### src/rtl/video_testgen_pkg.sv
// video_testgen_pkg: shared types and constants for the video test-pattern generator.
//   cnt_t     - pixel/line counter type (covers totals up to 4095)
//   pattern_e - encoding of the pattern_sel input
//   RGB_*     - 24-bit {R,G,B} colour constants
//   bar_color - colour of colour-bar index 0..7, left to right
package video_testgen_pkg;

  localparam int unsigned CNT_W = 12;
  typedef logic [CNT_W-1:0] cnt_t;

  typedef enum logic [2:0] {
    PAT_BARS    = 3'd0,
    PAT_RAMP    = 3'd1,
    PAT_CHECKER = 3'd2,
    PAT_SOLID   = 3'd3,
    PAT_BORDER  = 3'd4,
    PAT_BLACK5  = 3'd5,
    PAT_BLACK6  = 3'd6,
    PAT_BLACK7  = 3'd7
  } pattern_e;

  localparam logic [23:0] RGB_WHITE   = 24'hFFFFFF;
  localparam logic [23:0] RGB_YELLOW  = 24'hFFFF00;
  localparam logic [23:0] RGB_CYAN    = 24'h00FFFF;
  localparam logic [23:0] RGB_GREEN   = 24'h00FF00;
  localparam logic [23:0] RGB_MAGENTA = 24'hFF00FF;
  localparam logic [23:0] RGB_RED     = 24'hFF0000;
  localparam logic [23:0] RGB_BLUE    = 24'h0000FF;
  localparam logic [23:0] RGB_BLACK   = 24'h000000;
  localparam logic [23:0] RGB_GREY    = 24'h202020;

  function automatic logic [23:0] bar_color(input logic [2:0] idx);
    logic [23:0] c;
    c = RGB_BLACK;
    case (idx)
      3'd0: c = RGB_WHITE;
      3'd1: c = RGB_YELLOW;
      3'd2: c = RGB_CYAN;
      3'd3: c = RGB_GREEN;
      3'd4: c = RGB_MAGENTA;
      3'd5: c = RGB_RED;
      3'd6: c = RGB_BLUE;
      default: c = RGB_BLACK;
    endcase
    return c;
  endfunction

endpackage

### src/rtl/video_timing_counter.sv
// video_timing_counter: raster position counters and the unregistered timing
// flags derived from the current position.
//   clk, reset (async, active high), ce_pix (advance enable), enable (0 = hold at origin)
//   hcount, vcount - current raster position
//   de, hs, vs     - data enable / syncs for the current position
//   line_end       - hcount is on the last pixel of the line
module video_timing_counter
  import video_testgen_pkg::*;
#(
  parameter int unsigned H_ACTIVE = 640,
  parameter int unsigned H_FP     = 16,
  parameter int unsigned H_SYNC   = 96,
  parameter int unsigned H_BP     = 48,
  parameter int unsigned V_ACTIVE = 480,
  parameter int unsigned V_FP     = 10,
  parameter int unsigned V_SYNC   = 2,
  parameter int unsigned V_BP     = 33
) (
  input  logic clk,
  input  logic reset,
  input  logic ce_pix,
  input  logic enable,
  output cnt_t hcount,
  output cnt_t vcount,
  output logic de,
  output logic hs,
  output logic vs,
  output logic line_end
);

  localparam int unsigned H_TOTAL = H_ACTIVE + H_FP + H_SYNC + H_BP;
  localparam int unsigned V_TOTAL = V_ACTIVE + V_FP + V_SYNC + V_BP;

  localparam cnt_t H_LAST = cnt_t'(H_TOTAL - 1);
  localparam cnt_t V_LAST = cnt_t'(V_TOTAL - 1);
  localparam cnt_t H_ACT  = cnt_t'(H_ACTIVE);
  localparam cnt_t V_ACT  = cnt_t'(V_ACTIVE);
  localparam cnt_t HS_BEG = cnt_t'(H_ACTIVE + H_FP);
  localparam cnt_t HS_END = cnt_t'(H_ACTIVE + H_FP + H_SYNC);
  localparam cnt_t VS_BEG = cnt_t'(V_ACTIVE + V_FP);
  localparam cnt_t VS_END = cnt_t'(V_ACTIVE + V_FP + V_SYNC);

  always_ff @(posedge clk or posedge reset) begin
    if (reset) begin
      hcount <= '0;
      vcount <= '0;
    end else if (ce_pix) begin
      if (!enable) begin
        hcount <= '0;
        vcount <= '0;
      end else if (hcount == H_LAST) begin
        hcount <= '0;
        vcount <= (vcount == V_LAST) ? '0 : vcount + cnt_t'(1);
      end else begin
        hcount <= hcount + cnt_t'(1);
      end
    end
  end

  always_comb begin
    line_end = (hcount == H_LAST);
    de       = (hcount < H_ACT) && (vcount < V_ACT);
    hs       = (hcount >= HS_BEG) && (hcount < HS_END);
    // vcount only moves on the line wrap, so vs changes only at hcount = 0
    vs       = (vcount >= VS_BEG) && (vcount < VS_END);
  end

endmodule

### src/rtl/video_testgen.sv
// video_testgen: VGA-style test-pattern generator with registered outputs.
//   clk, reset (async, active high), ce_pix (pixel enable), enable (0 = idle at origin)
//   pattern_sel - requested pattern, sampled at the frame origin
//   dout        - {R,G,B} pixel, zero outside the active area
//   hs_out, vs_out, de_out - active-high syncs and data enable
//   frame_start - high with the first active pixel of each frame
module video_testgen
  import video_testgen_pkg::*;
#(
  parameter int unsigned H_ACTIVE = 640,
  parameter int unsigned H_FP     = 16,
  parameter int unsigned H_SYNC   = 96,
  parameter int unsigned H_BP     = 48,
  parameter int unsigned V_ACTIVE = 480,
  parameter int unsigned V_FP     = 10,
  parameter int unsigned V_SYNC   = 2,
  parameter int unsigned V_BP     = 33
) (
  input  logic        clk,
  input  logic        reset,
  input  logic        ce_pix,
  input  logic        enable,
  input  logic [2:0]  pattern_sel,
  output logic [23:0] dout,
  output logic        hs_out,
  output logic        vs_out,
  output logic        de_out,
  output logic        frame_start
);

  localparam cnt_t BAR_LAST   = cnt_t'(H_ACTIVE / 8 - 1);
  localparam cnt_t H_LAST_ACT = cnt_t'(H_ACTIVE - 1);
  localparam cnt_t V_LAST_ACT = cnt_t'(V_ACTIVE - 1);

  cnt_t        hcount;
  cnt_t        vcount;
  logic        de;
  logic        hs;
  logic        vs;
  logic        line_end;
  logic        origin;
  cnt_t        bar_cnt;
  logic [2:0]  bar_idx;
  pattern_e    pat_q;
  pattern_e    pat_cur;
  logic [23:0] color;
  logic [23:0] pixel;

  video_timing_counter #(
    .H_ACTIVE (H_ACTIVE),
    .H_FP     (H_FP),
    .H_SYNC   (H_SYNC),
    .H_BP     (H_BP),
    .V_ACTIVE (V_ACTIVE),
    .V_FP     (V_FP),
    .V_SYNC   (V_SYNC),
    .V_BP     (V_BP)
  ) u_timing (
    .clk      (clk),
    .reset    (reset),
    .ce_pix   (ce_pix),
    .enable   (enable),
    .hcount   (hcount),
    .vcount   (vcount),
    .de       (de),
    .hs       (hs),
    .vs       (vs),
    .line_end (line_end)
  );

  // The origin pixel uses pattern_sel directly so a whole frame shares one pattern.
  always_comb begin
    origin  = (hcount == '0) && (vcount == '0);
    pat_cur = origin ? pattern_e'(pattern_sel) : pat_q;
    color   = RGB_BLACK;
    case (pat_cur)
      PAT_BARS:    color = bar_color(bar_idx);
      PAT_RAMP:    color = {3{hcount[7:0]}};
      PAT_CHECKER: color = (hcount[3] ^ vcount[3]) ? RGB_WHITE : RGB_BLACK;
      PAT_SOLID:   color = RGB_WHITE;
      PAT_BORDER:  color = (hcount == '0 || hcount == H_LAST_ACT ||
                            vcount == '0 || vcount == V_LAST_ACT) ? RGB_WHITE : RGB_GREY;
      default:     color = RGB_BLACK;
    endcase
    pixel = de ? color : '0;
  end

  // Bar index tracks hcount / (H_ACTIVE/8) with a width counter instead of a divider;
  // it saturates at the last bar through blanking and restarts with each line.
  always_ff @(posedge clk or posedge reset) begin
    if (reset) begin
      bar_cnt <= '0;
      bar_idx <= '0;
      pat_q   <= PAT_BARS;
    end else if (ce_pix) begin
      if (!enable || line_end) begin
        bar_cnt <= '0;
        bar_idx <= '0;
      end else if (bar_cnt == BAR_LAST) begin
        bar_cnt <= '0;
        if (bar_idx != 3'd7) bar_idx <= bar_idx + 3'd1;
      end else begin
        bar_cnt <= bar_cnt + cnt_t'(1);
      end
      if (enable && origin) pat_q <= pat_cur;
    end
  end

  always_ff @(posedge clk or posedge reset) begin
    if (reset) begin
      dout        <= '0;
      hs_out      <= 1'b0;
      vs_out      <= 1'b0;
      de_out      <= 1'b0;
      frame_start <= 1'b0;
    end else if (ce_pix) begin
      if (!enable) begin
        dout        <= '0;
        hs_out      <= 1'b0;
        vs_out      <= 1'b0;
        de_out      <= 1'b0;
        frame_start <= 1'b0;
      end else begin
        dout        <= pixel;
        hs_out      <= hs;
        vs_out      <= vs;
        de_out      <= de;
        frame_start <= origin;
      end
    end
  end

endmodule

### config.mk
export PLATFORM = sky130hd
export DESIGN_NAME = video_testgen
export DESIGN_NICKNAME = d
export VERILOG_FILES = /design/src/rtl/video_testgen_pkg.sv /design/src/rtl/video_timing_counter.sv /design/src/rtl/video_testgen.sv
export SDC_FILE = /design/constraint.sdc
export NUM_CORES = 1
export LEC_CHECK = 0
export ABC_AREA = 1
export CORE_MARGIN = 4
export CORE_UTILIZATION = 35
export CTS_CLUSTER_SIZE = 24
export DETAILED_ROUTE_END_ITERATION = 12
export PLACE_DENSITY = 0.54
export SETUP_SLACK_MARGIN = 0.2
export SLEW_MARGIN = 30
export SYNTH_ARGS = -nofsm -noshare
export SYNTH_HDL_FRONTEND = slang
export SYNTH_HIERARCHICAL = 1
export SYNTH_SLANG_ARGS = --single-unit
### constraint.sdc
create_clock -name clk -period 5.3 [get_ports clk]
set_input_delay 1.06 -clock clk [delete_from_list [all_inputs] [get_ports clk]]
set_output_delay 1.06 -clock clk [all_outputs]
set_load 0.02 [all_outputs]
==> impl_metrics.json <==
{
  "h-tree-depth": 3,
  "tritoncts": "yes",
  "place_congestion": 0.876,
  "grt_max_degree": 47,
  "end_kind": "register",
  "skew_ns": 0.00605,
  "cts_setup_buffers": 0,
  "io_buffer_count": 34,
  "hold_viol_final": 0,
  "holdWs_ns": 0.474,
  "yosys_register_bits": 70,
  "die_w_um": 118,
  "top_layer": "met4",
  "postSynthAreaPerCell_um2": 7.21,
  "post-place-ws_ns": 1.81,
  "max_freq_ghz": 0.321,
  "relSlewSlack_pct": 36.9,
  "clock_sink_count": 70,
  "clk-insertion-delay-late_ns": 0.34,
  "critPathKind": "in -> reg",
  "synth_edf_count": 0,
  "dr.pass1.iters": 4,
  "syn_to_final_growth_pct": 17.5,
  "wire_per_inst_um": 13.3,
  "wl_met3_um": 269,
  "layout.cells.most_common_list": "nand2_1, dfrtp_1, nor2_1",
  "met1_length_um": 5020,
  "cts_resized": 0,
  "syn-cell-area_um2": 4250,
  "critPathMaxFanout": 24,
  "dieArea_um2": 14000,
  "maxCapViolations": 0,
  "synthDistinctLibCells": 38,
  "placed_cell_area_um2": 4690,
  "finalCriticalPeriod_ns": 3.11,
  "root_buffer": "clkbuf_16",
  "synthArstFlopShare_pct": 100,
  "track_usage_pct": 15.8,
  "ir_worst_vdd_v": 0.000149,
  "synth_warnings": 6,
  "yosysSeqAreaShare_pct": 41.2,
  "setup_tns_ns": 0,
  "grt_pass1_vias": 3653,
  "fin_nets": 640,
  "grt_first_pass_wirelength_um": 18000,
  "cp.arrival_ns": 3.39,
  "postLayoutCellArea_um2": 5000,
  "setup_ws_ns": 2.19,
  "synth_fp_nets": 608,
  "finalCritPeriodShare_pct": 58.8,
  "outcome": "complete, no violations",
  "antenna_found_initial": 0,
  "start_kind": "input port",
  "power_density_nw_per_um2": 408,
  "routed_wl_um": 10200,
  "setup_viol": 0,
  "coreArea_um2": 12000,
  "vias": 3762,
  "clockBufferDepth": 2,
  "clk_pin_slew_ns": 0.06,
  "boundaryPins": 35,
  "rsz0062_at_grt": "no",
  "hp-class": "reg -> reg",
  "wl_met2_um": 4800,
  "cts_buffers": 9,
  "hpwl_um": 7360,
  "crit_required_ns": 5.57,
  "tightest_slew_ns": 0.944,
  "die_h_um": 118,
  "slew_viol_final": 0,
  "hold_buffers": 0,
  "start_util_pct": 35.6,
  "antenna_cells": 0,
  "rows": 40,
  "grt.overflow.total": 0,
  "first_iter_violations": 183,
  "p_leak_nw": 2.42,
  "synth-main-ff-cell": "dfrtp_1",
  "drc": 0,
  "ant_nets": 0,
  "avgViaCountPerCell": 4.87,
  "synth_cells": 590,
  "drive_gt1_share_pct": 8.80,
  "layout_commonest_cell": "nand2_1"
}
[synthesized netlist by cell type, types with 7 or more instances]
master | n | area share, %
inv_1 | 59 | 5.2
nor4_1 | 7 | 1.0
nand2_1 | 180 | 16
a21oi_1 | 7 | 0.82
o21ai_2 | 9 | 1.9
o21ai_0 | 17 | 2.0
nand2_2 | 9 | 1.3
nor2_1 | 69 | 6.1
nand4_1 | 8 | 1.2
dfrtp_1 | 70 | 41
ha_1 | 11 | 3.2
nand3_1 | 68 | 8.0
nor3_1 | 17 | 2.0
[cell type report]
cell class | count | area, um2
clock buffer | 10 | 239
timing repair buffer | 36 | 355
clock inverter | 4 | 72.6
fill | 1249 | 6960
multi-input combinational | 439 | 2150
inverter | 66 | 250
sequential | 70 | 1750
tap | 147 | 184
[cell families after synthesis]
group | count (synthesis) | share of synthesized area [%]
muxes | 1 | 0.235
DFF | 70 | 41.2
xor gates and xnor gates | 7 | 1.44
adders and majority gates | 11 | 3.24
and+or+nand+nor | 376 | 38.7
buffers and inverters | 81 | 8.38
AOI/OAI and AO/OA | 44 | 6.79
[path summary, 6_finish.rpt]
path	start	slack [ns]	cells past startpoint	endpoint
setup / recovery	enable	2.19	5	dout[11]
hold / removal	dout[1]	0.47	2	dout[1]
setup reg to reg	u_timing/hcount[7]	2.85	14	dout[3]
hold reg to reg	dout[1]	0.47	2	dout[1]
max in group asynchronous	reset	3.66	2	bar_cnt[6]
min in group asynchronous	reset	1.23	2	u_timing/vcount[9]
[critical path, stage by stage]
cell and delay (ns):
clkdlybuf4s50_1 1.09, nand2_1 0.23, a211oi_4 0.75, nand2_1 0.14
nand2_1 0.09
[metrics by stage]
| stage | total power, mW | std cells | utilization (%) |
|---|---|---|---|
| 2_1_floorplan | 1.18 | 590 | - |
| 3_3_place_gp | 1.40 | 758 | 39.2 |
| 3_5_place_dp | 1.41 | 758 | 39.2 |
| 4_1_cts | 2.07 | 772 | 41.8 |
| 5_1_grt | 2.18 | 772 | 41.8 |
| 6_report | 2.04 | 772 | 41.8 |
[registers in the layout, indices dropped and copies added, names as in the netlist]
register and flops:
dout 24, hs_out 1, bar_cnt 12, vs_out 1, u_timing/vcount 12, de_out 1
frame_start 1, u_timing/hcount 12, pat_q 3, bar_idx 3
[power by group]
group          leakage [nW]  switching, mW  internal [mW]  total (mW)
Clock                 0.150          0.226          0.418       0.644
Sequential            0.953         0.0699          0.632       0.702
Combinational          1.31          0.415          0.277       0.692
[metal layers]
| metal | track usage [%] | vias up |
|---|---|---|
| met1 | 21.2 | 1751 |
| met2 | 25.5 | 46 |
| li1 | - | 1955 |
| met4 | 5.93 | 0 |
| met3 | 2.68 | 10 |
| met5 | 0 | - |
Note: power is estimated with default switching activity, not from simulation.
